===== src/rtl/fifo_pkg.sv =====
// fifo_pkg: shared defaults and read-mode encoding for the synchronous FIFO.
package fifo_pkg;

    localparam int FIFO_DATA_WIDTH    = 8;
    localparam int FIFO_POINTER_WIDTH = 4;

    typedef enum logic {
        READ_REGISTERED = 1'b0,
        READ_SHOW_AHEAD = 1'b1
    } read_mode_e;

    // Map the integer SHOW_AHEAD parameter onto the read-mode enum.
    function automatic read_mode_e read_mode(input int show_ahead);
        return (show_ahead != 0) ? READ_SHOW_AHEAD : READ_REGISTERED;
    endfunction

endpackage


===== src/rtl/fifo_sync_ram.sv =====
// fifo_sync_ram: simple dual-port storage (1W/1R) for the synchronous FIFO.
// Offers a registered read port and a combinational read port; the parent
// decides which one drives data_out. Storage itself is never reset.
module fifo_sync_ram #(
    parameter int DATA_WIDTH    = 8,
    parameter int POINTER_WIDTH = 4
) (
    input  logic                     clk,
    input  logic                     rst,
    input  logic                     we,
    input  logic [POINTER_WIDTH-1:0] waddr,
    input  logic [DATA_WIDTH-1:0]    wdata,
    input  logic                     re,
    input  logic [POINTER_WIDTH-1:0] raddr,
    output logic [DATA_WIDTH-1:0]    rd_data_sync,
    output logic [DATA_WIDTH-1:0]    rd_data_comb
);

    localparam int DEPTH = 1 << POINTER_WIDTH;

    logic [DATA_WIDTH-1:0] mem_q [0:DEPTH-1];
    logic [DATA_WIDTH-1:0] rd_data_d;
    logic [DATA_WIDTH-1:0] rd_data_q;

    // Write port: accepted writes land in the addressed slot.
    always_ff @(posedge clk) begin
        if (we) begin
            mem_q[waddr] <= wdata;
        end
    end

    // Registered read: capture the addressed word on a read, otherwise hold.
    always_comb begin
        rd_data_d = rd_data_q;
        if (re) begin
            rd_data_d = mem_q[raddr];
        end
    end

    // Registered read output clears on reset so data_out starts at zero.
    always_ff @(posedge clk) begin
        if (rst) begin
            rd_data_q <= '0;
        end else begin
            rd_data_q <= rd_data_d;
        end
    end

    assign rd_data_sync = rd_data_q;
    assign rd_data_comb = mem_q[raddr];

endmodule


===== src/rtl/fifo_synchronous.sv =====
// fifo_synchronous: single-clock FIFO with fill level, programmable
// almost-full/almost-empty thresholds and registered or show-ahead read.
// Optional sticky overflow/underflow flags are built when the macro
// FIFO_ERR_FLAG_EN is defined. POINTER_WIDTH must be at least 1.
module fifo_synchronous
    import fifo_pkg::*;
#(
    parameter int DATA_WIDTH    = FIFO_DATA_WIDTH,
    parameter int POINTER_WIDTH = FIFO_POINTER_WIDTH,
    parameter int SHOW_AHEAD    = 0
) (
    input  logic                     clk,
    input  logic                     rst,
    input  logic                     store,
    input  logic                     load,
    input  logic [DATA_WIDTH-1:0]    data_in,
    input  logic [POINTER_WIDTH:0]   af_thresh,
    input  logic [POINTER_WIDTH:0]   ae_thresh,
    output logic [DATA_WIDTH-1:0]    data_out,
    output logic                     fifo_full,
    output logic                     fifo_empty,
    output logic                     fifo_almost_full,
    output logic                     fifo_almost_empty,
    output logic [POINTER_WIDTH:0]   fifo_level
`ifdef FIFO_ERR_FLAG_EN
    ,
    output logic                     fifo_overflow,
    output logic                     fifo_underflow
`endif
);

    localparam read_mode_e             READ_MODE  = read_mode(SHOW_AHEAD);
    localparam logic [POINTER_WIDTH:0] LEVEL_FULL = {1'b1, {POINTER_WIDTH{1'b0}}};
    localparam logic [POINTER_WIDTH:0] ONE        = {{POINTER_WIDTH{1'b0}}, 1'b1};

    logic [POINTER_WIDTH:0] w_addr_d, w_addr_q;
    logic [POINTER_WIDTH:0] r_addr_d, r_addr_q;
    logic [POINTER_WIDTH:0] level_d,  level_q;
    logic                   write_en, read_en;
    logic [DATA_WIDTH-1:0]  rd_data_sync, rd_data_comb;

    // Flags decode the registered occupancy, so they move one cycle after
    // the accepted operation and never depend on this cycle's requests.
    assign fifo_full         = (level_q == LEVEL_FULL);
    assign fifo_empty        = (level_q == '0);
    assign fifo_almost_full  = (level_q >= af_thresh);
    assign fifo_almost_empty = (level_q <= ae_thresh);
    assign fifo_level        = level_q;

    // A store while full is dropped even if a load frees a slot this cycle.
    assign write_en = store & ~fifo_full;
    assign read_en  = load  & ~fifo_empty;

    // Next-state for pointers (wrap mod 2*depth) and occupancy.
    always_comb begin
        w_addr_d = w_addr_q;
        r_addr_d = r_addr_q;
        level_d  = level_q;
        if (write_en) begin
            w_addr_d = w_addr_q + ONE;
        end
        if (read_en) begin
            r_addr_d = r_addr_q + ONE;
        end
        unique case ({write_en, read_en})
            2'b10:   level_d = level_q + ONE;
            2'b01:   level_d = level_q - ONE;
            default: level_d = level_q;
        endcase
    end

    // Pointer and level registers; reset discards all contents.
    always_ff @(posedge clk) begin
        if (rst) begin
            w_addr_q <= '0;
            r_addr_q <= '0;
            level_q  <= '0;
        end else begin
            w_addr_q <= w_addr_d;
            r_addr_q <= r_addr_d;
            level_q  <= level_d;
        end
    end

    // The pointer distance must always agree with the occupancy count.
    ptr_level_consistent: assert property (
        @(posedge clk) disable iff (rst) ((w_addr_q - r_addr_q) == level_q)
    );

    fifo_sync_ram #(
        .DATA_WIDTH    (DATA_WIDTH),
        .POINTER_WIDTH (POINTER_WIDTH)
    ) u_ram (
        .clk          (clk),
        .rst          (rst),
        .we           (write_en),
        .waddr        (w_addr_q[POINTER_WIDTH-1:0]),
        .wdata        (data_in),
        .re           (read_en),
        .raddr        (r_addr_q[POINTER_WIDTH-1:0]),
        .rd_data_sync (rd_data_sync),
        .rd_data_comb (rd_data_comb)
    );

    // Show-ahead exposes the head word directly; registered mode uses the
    // word captured on the last accepted read.
    assign data_out = (READ_MODE == READ_SHOW_AHEAD) ? rd_data_comb : rd_data_sync;

`ifdef FIFO_ERR_FLAG_EN
    logic overflow_d, overflow_q;
    logic underflow_d, underflow_q;

    // Sticky error flags: the set condition is applied last so it wins.
    always_comb begin
        overflow_d  = overflow_q;
        underflow_d = underflow_q;
        if (read_en) begin
            overflow_d = 1'b0;
        end
        if (store & fifo_full) begin
            overflow_d = 1'b1;
        end
        if (write_en) begin
            underflow_d = 1'b0;
        end
        if (load & fifo_empty) begin
            underflow_d = 1'b1;
        end
    end

    // Error flag registers.
    always_ff @(posedge clk) begin
        if (rst) begin
            overflow_q  <= 1'b0;
            underflow_q <= 1'b0;
        end else begin
            overflow_q  <= overflow_d;
            underflow_q <= underflow_d;
        end
    end

    assign fifo_overflow  = overflow_q;
    assign fifo_underflow = underflow_q;
`endif

endmodule


===== config.mk =====
export PLATFORM = sky130hd
export DESIGN_NAME = fifo_synchronous
export DESIGN_NICKNAME = d
export VERILOG_FILES = /design/src/rtl/fifo_pkg.sv /design/src/rtl/fifo_sync_ram.sv /design/src/rtl/fifo_synchronous.sv
export SDC_FILE = /design/constraint.sdc
export NUM_CORES = 1
export LEC_CHECK = 0
export CORE_MARGIN = 2
export CORE_UTILIZATION = 56
export CTS_CLUSTER_DIAMETER = 150
export DETAILED_ROUTE_END_ITERATION = 10
export GPL_TIMING_DRIVEN = 0
export PLACE_DENSITY = 0.8
export SYNTH_ARGS = -nofsm -noshare
export SYNTH_HDL_FRONTEND = slang
export SYNTH_HIERARCHICAL = 1
export SYNTH_SLANG_ARGS = --single-unit

===== constraint.sdc =====
create_clock -name clk -period 3.85 [get_ports clk]
set_clock_uncertainty 0.2 [all_clocks]
set_input_delay 1.155 -clock clk [delete_from_list [all_inputs] [get_ports clk]]
set_output_delay 1.155 -clock clk [all_outputs]
set_load 0.02 [all_outputs]

======== Yosys cells after proc, flatten, opt, wreduce, memory -nomap -nowiden ========
Memories as Yosys holds them, arrays and structs flattened. A register that Yosys moved wholly into a read port is not among the register bits.
Index checks and enable logic that the tools add are counted.
Widths: inputs -> output; s select.
word-level totals
  register bits ........................... 15
  RAM bits ................................ 128
  input port bits ......................... 22
  output and inout bits ................... 17
  word-level logic and storage cells ...... 22
  memories ................................ 1
cells by class
  $add $sub $neg .......................... 4
  order comparisons ....................... 2
  equality and inequality tests ........... 3
  muxes and demuxes ....................... 3
  bitwise logic cells ..................... 4
  reduce and logical (&&, ||, !) cells .... 2
memories
  memory       depth  width  rd ports  clocked after Yosys merged registers in  wr ports  RTL line             RTL
  u_ram.mem_q  16     8      1         1                                        1         fifo_sync_ram.sv:21  logic [DATA_WIDTH-1:0] mem_q [0:DEPTH-1];
operator list
  kind                 number
  $add 5x1->5 const B  3
  $pmux 5 s2           1
  $eq 5x5->1 const B   1
  $ge 5x5->1           1
  $le 5x5->1           1
  $logic_not 5->1      1
  $sub 5x1->5 const B  1
  $and 1x1->1          2
  $eq 2x1->1 const B   1
  $eq 2x2->1 const B   1
  $mux 1               2
  $not 1->1            2
  $reduce_bool 2->1    1

======== Longest topological paths before layout ========
Gate-level depths: netlist of the first run.
  depth after elaboration ................. 5
  depth in mapped cells ................... 11
  mapped depth without buffers ............ 10

======== Modules after synthesis ========
Netlist of the first run, hierarchy kept.
modules (own cells, without submodules)
  module            times used  cells each  area each (µm²)  seq. area each (µm²)
  fifo_sync_ram     1           292         5480.3           4003.8
  fifo_synchronous  1           112         958.4            260.2

======== Worst setup path before layout of the first run ========
Ideal clock, no wire load.
  path kind ............................... input port to output port
  start point ............................. input port af_thresh[0]
  end point ............................... output port fifo_almost_full
  data arrival time ....................... 2131 ps
  required time ........................... 2495 ps
  setup slack ............................. 364 ps
  cell stages on the path ................. 5
  buffers on the path ..................... 0
  cells stage by stage .................... ha_1 -> nand2b_1 -> a21o_1 -> a21oi_1 -> o21ai_0
on the way
  word-level cells in the longest chain between the ends .. 1
ends and longest elaborated chain
  element             RTL line                RTL
  start: declaration  fifo_synchronous.sv:17  input logic [POINTER_WIDTH:0] af_thresh,
  $ge 5x5->1          fifo_synchronous.sv:46  assign fifo_almost_full = (level_q >= af_thresh);
  end: declaration    fifo_synchronous.sv:22  output logic fifo_almost_full,
No other way between the ends.

======== Worst setup path in the final report of the first run ========
  start point ............................. input port af_thresh[1]
  end point ............................... output port fifo_almost_full
Same word-level chain as after synthesis.

==> summary.md, run 1 <==
| Metric | Value |
|---|---|
| Remaining DRCs | `0` |
| Synthesis-to-layout area growth | `19.08%` |
| Hold Crit Class | `reg -> reg` |
| Max-slew violation count | `0` |
| Largest net degree at the start of global routing | `17` |
| Wirelength, routed | `around 13,000 um` |
| Area of the die | `12,290 um2` |
| Tot Pwr | `4.876 mW` |
| R2R setup slack | `0.61 ns` |
| Worst Hold Endpoint | `u_ram/rd_data_sync[3]` |
| CTS Buf Count | `17` |
| Buffers on Ports | `38` |
| CTS Root Cell | `clkbuf_16` |
| WP buf/inv | `3` |
| Cell Chain, Critical Path | `clkdlybuf4s50_1 > inv_1 > ha_1 > a21o_1 > a21oi_1 > o21ai_1 > buf_4` |
| Post-Synthesis Cell Area | `6394 um2` |
| Worst-case reg-to-reg path depth | `11` |
| Yosys warns | `6` |
| Post-Syn Nets | `435` |
| Syn Inst Count | `396` |
| Crit path max-delay family | `buffers and inverters` |
| Clock Latency Late Sink | `0.42 ns` |
| FF-to-FF Start | `fifo_level[2]` |
| Cell row count | `39` |
| First-pass GRT wire length | `20,470 um` |
| Via Count | `approximately 3,700` |
| Die width | `110.9 um` |
| Hold slack | `0.3205 ns` |
| Die span in y | `110.9 um` |
| MaxCap Viol Count | `0` |
| Minimum clock period | `3.807 ns` |
| Power density cells | `640.4 nW/um2` |
| CP max FO | `1` |
| CP Class | `in -> out` |
| Number of global-route vias before repair | `between 3,000 and 4,000` |
| Dpl cell area | `6953 um2` |
| Worst hold stages | `2` |
| R2r endpoint | `fifo_level[4]` |
| Setup violators final | `0` |
| Routed Antenna Nets | `0` |
| Pre-antenna DRT Iters | `5` |
| Fmax | `262.7 MHz` |
| Syn Area/Cell | `16.15 um2` |
| CTS tree | `built` |
| Layout cells sized above 1 | `14.81%` |
| Outcome | `complete, no violations` |
| Most frequent cells in the layout | `128 x edfxtp_1, 47 x nor2_1, 34 x clkdlybuf4s50_1` |
| P_leak | `2.655 nW` |
| Hold path start | `u_ram/rd_data_sync[3]` |
| VDD IR max | `~0.5 mV` |
| I/O pin count | `39` |
| HPWL Detailed | `8544 um` |
| Antenna violations before repair | `0` |
| Design area | `approximately 7600 um2` |
| Final period utilization | `a little over nine tenths` |
| DR WL/cell | `21.71 um` |
| DR vias/cell | `~6.1` |
| GRT Util Overall | `between 20% and 30%` |
| Layout Nets | `between 400 and 500` |
| Ant. Diodes | `0` |
| Commonest non-fill, non-tap cell in the layout | `edfxtp_1` |
| CP peak stage delay | `roughly 0.45 ns` |
| CTS sink count | `149` |
| H-tree lvl count | `4` |
| Hold Violations, Final | `0` |
| Clock Path Buffers | `2` |
| CORE AREA | `11,270 um2` |
| Endpoint class of the critical path | `output port` |
| Post-CTS Setup Inserts | `0` |
| Placer Congestion | `0.8143` |
| Number of hold buffers added after cts | `0` |
| Worst rel slew slack | `6.132%` |
| Reg clk slew, reported paths | `0.06 ns` |
| Critical Path RT | `around 2.5 ns` |
| Worst path slowest cell | `clkdlybuf4s50_1` |
| Unrepaired setup endpoints after global routing | `false` |
| Worst EP arrival | `2.45 ns` |
| Starting density of the core | `a little under three fifths` |
| Grt ovf | `0` |
| Crit start category | `input port` |
| Tightest Pin Transition | `1.397 ns` |
| Initial DRC Count | `304` |
==> worst register-to-register path, cell delays in order, from the launching register on <==
cell,delay [ns]
dfxtp_1,0.41
or4_1,0.52
buf_6,0.16
o21a_4,0.23
inv_2,0.05
ha_1,0.25
inv_1,0.11
fa_1,0.38
nor2b_1,0.20
o22ai_1,0.13
mux2i_1,0.16
mux2_2,0.34
==> final cells by class <==
class | count | area [um2]
inverters | 17 | 63.81
well taps | 143 | 178.9
repair buffers | 38 | 380.4
flip-flops and latches | 149 | 4264
plain buffers | 17 | 192.7
multi-input cells | 213 | 1908
clock buffers | 23 | 447.9
clock inverters | 9 | 177.7
fillers | 762 | 3659
==> through the flow <==
step / std cells / setup TNS [ns] / setup slack (ns) / utilization, %
5_1_grt: 609 / 0 / 0.004197 / 67.54
4_1_cts: 609 / 0 / 0.01709 / 67.28
6_report: 609 / 0 / 0.04347 / 67.54
2_1_floorplan: 396 / 0 / 0.3642 / -
3_5_place_dp: 577 / -2.834 / -0.6118 / 61.68
3_3_place_gp: 577 / -2.289 / -0.5874 / 61.68
==> worst max-delay path by stage <==
stage	startpoint	endpoint	depth (start not counted)
2_1_floorplan	af_thresh[0]	fifo_almost_full	5
3_3_place_gp	ae_thresh[1]	fifo_almost_empty	8
3_5_place_dp	ae_thresh[1]	fifo_almost_empty	8
4_1_cts	af_thresh[0]	fifo_almost_full	7
5_1_grt	af_thresh[1]	fifo_almost_full	7
6_report	af_thresh[1]	fifo_almost_full	7
==> layer usage <==
metal | wire length [um] | track usage (%) | vias up
met4 | 342 | 9.000 | 0
met3 | 877 | 6.780 | 29
met5 | 0 | 0 | -
li1 | - | - | 1643
met2 | 6824 | 38.49 | 178
met1 | 5175 | 27.21 | 1848
==> state kept, by name, summed over array words and instances, names as in the netlist <==
name                flops
u_ram/mem_q           128
w_addr_q                4
fifo_level              5
r_addr_q                4
u_ram/rd_data_sync      8
==> timing repair <==
action,CTS,global route
setup endpoints to repair,2,2
resized for setup,16,2
pin swaps,8,4
==> where the power goes <==
part / internal (mW) / leakage (nW) / switching [mW]
combinational: 0.545 / 1.02 / 0.614
clock: 1.15 / 0.304 / 0.606
sequential: 1.86 / 1.33 / 0.100
total: 3.56 / 2.65 / 1.32
(Power assumes the default switching activity.)
==> run 2, diff against run 1 <==
SKIP_LAST_GASP = 1   (was default)
==> results of run 2 <==
Final layout, timing and power as in run 1 (identical DEF).
